**src/rtl/fifo_rd_stream_adapter_pkg.sv**
```systemverilog
// fifo_rd_stream_adapter shared definitions.
// Pointer sizing and FIFO read latency mapping.
package fifo_rd_stream_adapter_pkg;

  // clog2 that never returns zero, so a
  // one- or two-entry store still gets a bit.
  function automatic int ptr_w(input int n);
    return (n <= 2) ? 1 : $clog2(n);
  endfunction

  // generic_fifo_sync read latency from REGOUT.
  function automatic int rd_lat(input int regout);
    return 1 + regout;
  endfunction

  localparam int REGOUT_DEF = 1;
  localparam int RD_LAT_DEF = rd_lat(REGOUT_DEF);

endpackage

```
**src/rtl/fifo_rd_stream_adapter_if.sv**
```systemverilog
// FIFO read port plus valid/ready stream.
// master = adapter side, slave = environment.
interface fifo_rd_stream_adapter_if #(
  parameter int WIDTH = 8
);

  logic             fifo_rd_en;
  logic [WIDTH-1:0] fifo_rd_data;
  logic             fifo_empty;
  logic             m_valid;
  logic             m_ready;
  logic [WIDTH-1:0] m_data;

  modport master (
    output fifo_rd_en,
    input  fifo_rd_data,
    input  fifo_empty,
    output m_valid,
    input  m_ready,
    output m_data
  );

  modport slave (
    input  fifo_rd_en,
    output fifo_rd_data,
    output fifo_empty,
    input  m_valid,
    output m_ready,
    input  m_data
  );

endinterface

```
**src/rtl/fifo_rd_stream_adapter_stream_buf.sv**
```systemverilog
// Circular skid store behind the FIFO read port.
// Depth need not be a power of two.
module fifo_rd_stream_adapter_stream_buf
  import fifo_rd_stream_adapter_pkg::*;
#(
  parameter int WIDTH = 8,
  parameter int DEPTH = 4
) (
  input  logic             clk,
  input  logic             rst_n,
  input  logic             clr,
  input  logic             push,
  input  logic [WIDTH-1:0] din,
  input  logic             pop,
  output logic             valid,
  output logic [WIDTH-1:0] head
);

  localparam int PW = ptr_w(DEPTH);
  localparam int CW = ptr_w(DEPTH + 1);

  logic [WIDTH-1:0] mem [DEPTH];
  logic [PW-1:0]    wr_ptr;
  logic [PW-1:0]    rd_ptr;
  logic [CW-1:0]    count;

  function automatic logic [PW-1:0] nxt(
    input logic [PW-1:0] p
  );
    return (p == PW'(DEPTH - 1)) ? '0 : p + PW'(1);
  endfunction

  assign valid = (count != '0);
  assign head  = valid ? mem[rd_ptr] : '0;

  // Pointers and occupancy; flush drops all.
  always_ff @(posedge clk) begin
    if (!rst_n || clr) begin
      wr_ptr <= '0;
      rd_ptr <= '0;
      count  <= '0;
    end else begin
      if (push) begin
        assert (count < CW'(DEPTH));
        wr_ptr <= nxt(wr_ptr);
      end
      if (pop) rd_ptr <= nxt(rd_ptr);
      count <= count + CW'(push) - CW'(pop);
    end
  end

  // Storage array, no reset needed.
  always_ff @(posedge clk) begin
    if (push) mem[wr_ptr] <= din;
  end

endmodule

```
**src/rtl/fifo_rd_stream_adapter.sv**
```systemverilog
// FIFO read port to valid/ready stream adapter.
// Credits cover buffered plus in-flight words.
module fifo_rd_stream_adapter
  import fifo_rd_stream_adapter_pkg::*;
#(
  parameter int WIDTH  = 8,
  parameter int RD_LAT = RD_LAT_DEF
) (
  input  logic clk,
  input  logic rst_n,
  input  logic clr,
  fifo_rd_stream_adapter_if.master io
);

  localparam int BUF_DEPTH = RD_LAT + 2;
  localparam int CW        = ptr_w(BUF_DEPTH + 1);

  logic [RD_LAT-1:0] vld_pipe;
  logic [CW-1:0]     cnt;
  logic              live_q;
  logic              rd_en;
  logic              capture;
  logic              pop;
  logic              m_valid;
  logic [WIDTH-1:0]  head;

  // live_q keeps the read strobe idle for the
  // first cycle after reset or flush, while the
  // FIFO flags are still coming out of reset.
  assign rd_en = !io.fifo_empty && !clr && rst_n
              && live_q && (cnt < CW'(BUF_DEPTH));

  assign capture = vld_pipe[RD_LAT-1];
  assign pop     = m_valid && io.m_ready;

  assign io.fifo_rd_en = rd_en;
  assign io.m_valid    = m_valid;
  assign io.m_data     = head;

  // Out-of-reset flag gating the read strobe.
  always_ff @(posedge clk) begin
    if (!rst_n || clr) live_q <= 1'b0;
    else               live_q <= 1'b1;
  end

  // Read tag pipe; zeroing it discards late data.
  always_ff @(posedge clk) begin
    if (!rst_n || clr) vld_pipe <= '0;
    else vld_pipe <= (vld_pipe << 1) | RD_LAT'(rd_en);
  end

  // Credit count: buffered + in-flight words.
  always_ff @(posedge clk) begin
    if (!rst_n || clr) begin
      cnt <= '0;
    end else begin
      assert (cnt <= CW'(BUF_DEPTH));
      cnt <= cnt + CW'(rd_en) - CW'(pop);
    end
  end

  fifo_rd_stream_adapter_stream_buf #(
    .WIDTH (WIDTH),
    .DEPTH (BUF_DEPTH)
  ) u_buf (
    .clk   (clk),
    .rst_n (rst_n),
    .clr   (clr),
    .push  (capture),
    .din   (io.fifo_rd_data),
    .pop   (pop),
    .valid (m_valid),
    .head  (head)
  );

endmodule

```
**src/flat_wrapper.sv**
```systemverilog
// flat-port wrapper written by rule: the top's interface ports become plain ports
module fifo_rd_stream_adapter_flat import fifo_rd_stream_adapter_pkg::*;
#(
  parameter int WIDTH  = 8,
  parameter int RD_LAT = RD_LAT_DEF
)
  (clk, rst_n, clr, io_fifo_rd_en, io_fifo_rd_data, io_fifo_empty, io_m_valid, io_m_ready, io_m_data);
  fifo_rd_stream_adapter_if #(.WIDTH(WIDTH)) io_i ();
  input  logic clk;
  input  logic rst_n;
  input  logic clr;
  output wire logic [$bits(io_i.fifo_rd_en)-1:0] io_fifo_rd_en;
  input wire logic [$bits(io_i.fifo_rd_data)-1:0] io_fifo_rd_data;
  input wire logic [$bits(io_i.fifo_empty)-1:0] io_fifo_empty;
  output wire logic [$bits(io_i.m_valid)-1:0] io_m_valid;
  input wire logic [$bits(io_i.m_ready)-1:0] io_m_ready;
  output wire logic [$bits(io_i.m_data)-1:0] io_m_data;
  assign io_fifo_rd_en = io_i.fifo_rd_en;
  assign io_i.fifo_rd_data = io_fifo_rd_data;
  assign io_i.fifo_empty = io_fifo_empty;
  assign io_m_valid = io_i.m_valid;
  assign io_i.m_ready = io_m_ready;
  assign io_m_data = io_i.m_data;
  fifo_rd_stream_adapter #(.WIDTH(WIDTH), .RD_LAT(RD_LAT)) u_core (.clk(clk), .rst_n(rst_n), .clr(clr), .io(io_i));
endmodule
```
**config.mk**
```make
export PLATFORM = sky130hd
export DESIGN_NAME = fifo_rd_stream_adapter_flat
export DESIGN_NICKNAME = d
export VERILOG_FILES = /design/src/rtl/fifo_rd_stream_adapter_pkg.sv /design/src/rtl/fifo_rd_stream_adapter_if.sv /design/src/rtl/fifo_rd_stream_adapter_stream_buf.sv /design/src/rtl/fifo_rd_stream_adapter.sv /design/src/flat_wrapper.sv
export SDC_FILE = /design/constraint.sdc
export NUM_CORES = 1
export LEC_CHECK = 0
export ABC_AREA = 1
export ABC_CLOCK_PERIOD_IN_PS = 2900
export BUFFER_PORTS_ARGS = -buffer_cell sky130_fd_sc_hd__buf_4
export CORE_ASPECT_RATIO = 1.2
export CORE_MARGIN = 8
export CORE_UTILIZATION = 40
export DETAILED_ROUTE_END_ITERATION = 8
export PLACE_DENSITY = 0.6
export SYNTH_ARGS = -nofsm -noshare
export SYNTH_HDL_FRONTEND = slang
export SYNTH_SLANG_ARGS = --single-unit
```
**constraint.sdc**
```tcl
create_clock -name clk -period 2.9 [get_ports clk]
set_input_delay 0.725 -clock clk [delete_from_list [all_inputs] [get_ports clk]]
set_output_delay 0.725 -clock clk [all_outputs]
set_load 0.005 [all_outputs]
```
==> impl_table.tex <==
\begin{tabular}{lr}
\hline
Metric & Value \\
\hline
\multicolumn{2}{l}{\textbf{Clocking}} \\
\quad Clk pin slew, worst setup/hold paths & 90 ps \\
\quad Max clock buf depth & 2 \\
\quad Deepest level of the CTS H-tree & 2 \\
\quad Post-CTS Resized & 0 \\
\quad CTS hold repair buffers & 0 \\
\quad CTS buffer count & 5 \\
\quad Clock root buffer & clkbuf\_8 \\
\quad TritonCTS clock tree & done \\
\quad Number of clock sinks & 47 \\
\quad Number of setup buffers added after CTS & 0 \\
\quad Insertion delay of the later-clocked pin in the worst-skew pair & 300 ps \\
\multicolumn{2}{l}{\textbf{Run}} \\
\quad Max-capacitance violation count & 0 \\
\multicolumn{2}{l}{\textbf{Worst setup path}} \\
\quad Family of cells with the greatest summed delay on the critical path & flip-flops \\
\quad Setup crit start kind & flop \\
\quad Highest fanout seen on the critical path & 9 \\
\quad Type of the worst setup path & flop to output port \\
\quad Data required time at the worst endpoint & 2170 ps \\
\quad Arrival time worst endpoint & 1510 ps \\
\quad Cell chain of the critical path & inv\_2 > nor2\_1 > nand2\_1 > a21oi\_1 > buf\_4 \\
\quad Crit path capture type & output port \\
\quad Max stage delay cell, worst path & dfxtp\_1 \\
\quad Number of buffer and inverter stages on the critical path & 2 \\
\quad Biggest cell delay along the critical path & 550 ps \\
\multicolumn{2}{l}{\textbf{Placement}} \\
\quad Final weighted congestion in routability-driven placement & 0.693 \\
\quad Cell area after placement & 2260 sq um \\
\quad Half-perimeter wire length of the detailed placement result & 2430 microns \\
\quad Worst setup timing slack at the placement stage & 630 ps \\
\quad Number of port buffers & 22 \\
\multicolumn{2}{l}{\textbf{Cells and area}} \\
\quad Proportion of layout cells with a drive suffix above 1 & 13.1\% \\
\quad \# diodes & 0 \\
\quad Layout overhead on the synthesized area & 16.6\% \\
\quad Final nets & 265 \\
\quad Final Instance Area & 2370 sq um \\
\multicolumn{2}{l}{\textbf{Timing}} \\
\quad Worst slew pin tran & 400 ps \\
\quad Shortest clock period the worst path allows after layout & 2240 ps \\
\quad Worst setup margin & 662 ps \\
\quad Accumulated negative setup slack & 0 ps \\
\quad Max-Slew Margin vs Limit & 73.3\% \\
\quad Setup repair after global routing missed its margin & no \\
\quad Final Hold Fails & 0 \\
\quad F\_max & 0.447 GHz \\
\quad Final clock skew & 9.52 ps \\
\quad Post-route clock period utilization & 77.2\% \\
\quad Final setup viols & 0 \\
\quad Number of max-slew violations in the final report & 0 \\
\multicolumn{2}{l}{\textbf{Power and ir drop}} \\
\quad Leakage power & 1.05 nW \\
\quad Sw Share & 19.6\% \\
\quad Highest ir drop seen on vdd & 0.269 mV \\
\quad Internal power contribution & 0.000990 W \\
\quad Clock share of power & 39.3\% \\
\quad Pwr/cell area & 518 nW/um\^{}2 \\
\quad Part of the total power dissipated in sequential elements & 58.2\% \\
\quad Combinational Power Share & 2.5\% \\
\quad Net switching power & 0.000241 W \\
\multicolumn{2}{l}{\textbf{Yosys}} \\
\quad Biggest area contributors in the synthesized netlist & edfxtp\_1, dfxtp\_1, nand2\_1, nor2\_1, inv\_1 \\
\quad Post-synthesis async set-or-reset flop share & 0\% \\
\quad FF+latch count, synth & 47 \\
\quad Yosys synthesis warning count & 0 \\
\quad Library cell with the highest instance count after synthesis & nand2\_1 \\
\quad Synthesized netlist net count & 239 \\
\quad Portion of synthesized cell area occupied by the leading cell type & 47.2\% \\
\quad Mapped Area & 2040 sq um \\
\quad Commonest register cell after synthesis & edfxtp\_1 \\
\quad Yosys cell types & 17 \\
\quad Count of mapped cells out of synthesis & 217 \\
\quad Share of the yosys chip area belonging to registers & 61.9\% \\
\quad Synthesized area per cell & 9.39 sq um \\
\quad Leading cell types by count after synthesis & nand2\_1, nor2\_1, inv\_1 \\
\quad Number of synthesized flops with an enable pin & 32 \\
\quad Leading area contributor after synthesis & edfxtp\_1 \\
\multicolumn{2}{l}{\textbf{Detailed routing}} \\
\quad Total Routed Length & 3510 microns \\
\quad Detailed-route via count & 1,358 \\
\quad Wirelength per Cell & 11.6 microns \\
\quad Post-detailed-route DRC marker count & 0 \\
\quad Number of violations reported at the end of detailed-routing iteration 0 & 62 \\
\quad First drt pass iteration count & 4 \\
\quad Post-detailed-route via-to-cell ratio & 4.47 \\
\quad Number of nets still failing antenna checks after routing & 0 \\
\multicolumn{2}{l}{\textbf{Global routing}} \\
\quad Overflow left after global routing & 0 \\
\quad Antenna violations before repair & 0 \\
\quad Wire length of the first global-routing pass & 5620 microns \\
\quad Global Route Usage Sum & 9.67\% \\
\quad Vias in the first global route & 1,349 \\
\quad Maximum number of pins on one net before global-route repair & 33 \\
\multicolumn{2}{l}{\textbf{Status}} \\
\quad Result of the run & completed \\
\multicolumn{2}{l}{\textbf{Floorplanning}} \\
\quad I/O pin total & 23 \\
\quad Initial standard-cell utilization of the core & 41.2\% \\
\quad Row cnt & 28 \\
\quad Horizontal die dimension & 81.1 microns \\
\quad Die outline height & 94.2 microns \\
\quad Core Box Area & 4940 sq um \\
\quad Area of the die & 7640 sq um \\
\multicolumn{2}{l}{\textbf{Min path}} \\
\quad Class of the worst hold path & flop to flop \\
\hline
\end{tabular}
-- worst min-delay path: stages, from the launching register on --
cell and delay, ps:
dfxtp_1 310, inv_1 40, nor2_1 30
-- stage by stage --
stage,utilization [%],power [W],cells,hold slack [ps]
global placement,45.7,0.000763,296,399
global route,48.1,0.00127,304,427
floorplan,-,0.000741,217,394
CTS,48.1,0.00124,304,413
finish,48.1,0.00123,304,411
detailed placement,45.7,0.000763,296,398
-- power by group through the flow --
stage               clock network, W   logic (W)  registers (W)
floorplan                          0  0.00000927       0.000732
global placement                   0   0.0000303       0.000732
detailed placement                 0   0.0000310       0.000732
CTS                         0.000495   0.0000312       0.000717
global route                0.000520   0.0000342       0.000717
finish                      0.000484   0.0000305       0.000717
-- final timing paths --
path | startpoint | endpoint | slack (ps) | cells after the start
setup / recovery | flop | io_m_data[1] | 660 | 5
hold / removal | u_core.vld_pipe[0] | u_core.vld_pipe[1] | 410 | 2
setup reg to reg | u_core.u_buf.count[1] | u_core.cnt[2] | 900 | 13
hold reg to reg | u_core.vld_pipe[0] | u_core.vld_pipe[1] | 410 | 2
-- layout make-up --
cell class                      instances  area [sq um]
Sequential cell                        47          1260
Clock buffer                            5          68.8
Multi-Input combinational cell        127           604
Timing Repair Buffer                   23           173
Fill cell                             468          2560
Inverter                               39           146
Clock inverter                          3          46.3
Tap cell                               60          75.1
-- logic make-up (layout without fill, tap and decap cells) --
logic type	after synthesis	after routing	share of synthesized area, %
AND/OR/NAND/NOR	103	103	19.3
flip-flops	47	47	61.9
buffers and inverters	43	70	8.42
AO/OA/AOI/OAI	13	13	3.19
adder cells (fa/ha/maj)	9	9	6.27
XOR/XNOR	2	2	0.860
-- flip-flops by register name, indices dropped and copies added (netlist names), named ones only --
register / count
u_core.live_q: 1
u_core.u_buf.wr_ptr: 2
u_core.cnt: 3
u_core.u_buf.rd_ptr: 2
u_core.u_buf.mem: 32
u_core.vld_pipe: 2
u_core.u_buf.count: 3
-- routing by layer --
metal	track usage [%]	vias up	part of all wire, %
met3	2.59	6	5.1
met1	9.81	609	44
met2	17.3	29	49
li1	-	714	-
met4	5.22	0	1.7
met5	0	-	0
-- cells in the final DEF, fill, tap and decap left out, drive strengths merged --
cell type  instances
nor2              48
inv               40
clkbuf             5
buf               23
clkinvlp           1
xor2               1
ha                 7
bufinv             1
edfxtp            32
nand4              1
xnor2              1
o21ai              2
nor3               1
nand3b             1
fa                 2
dfxtp             15
nand2             52
a21oi             11
(Power assumes the default switching activity.)
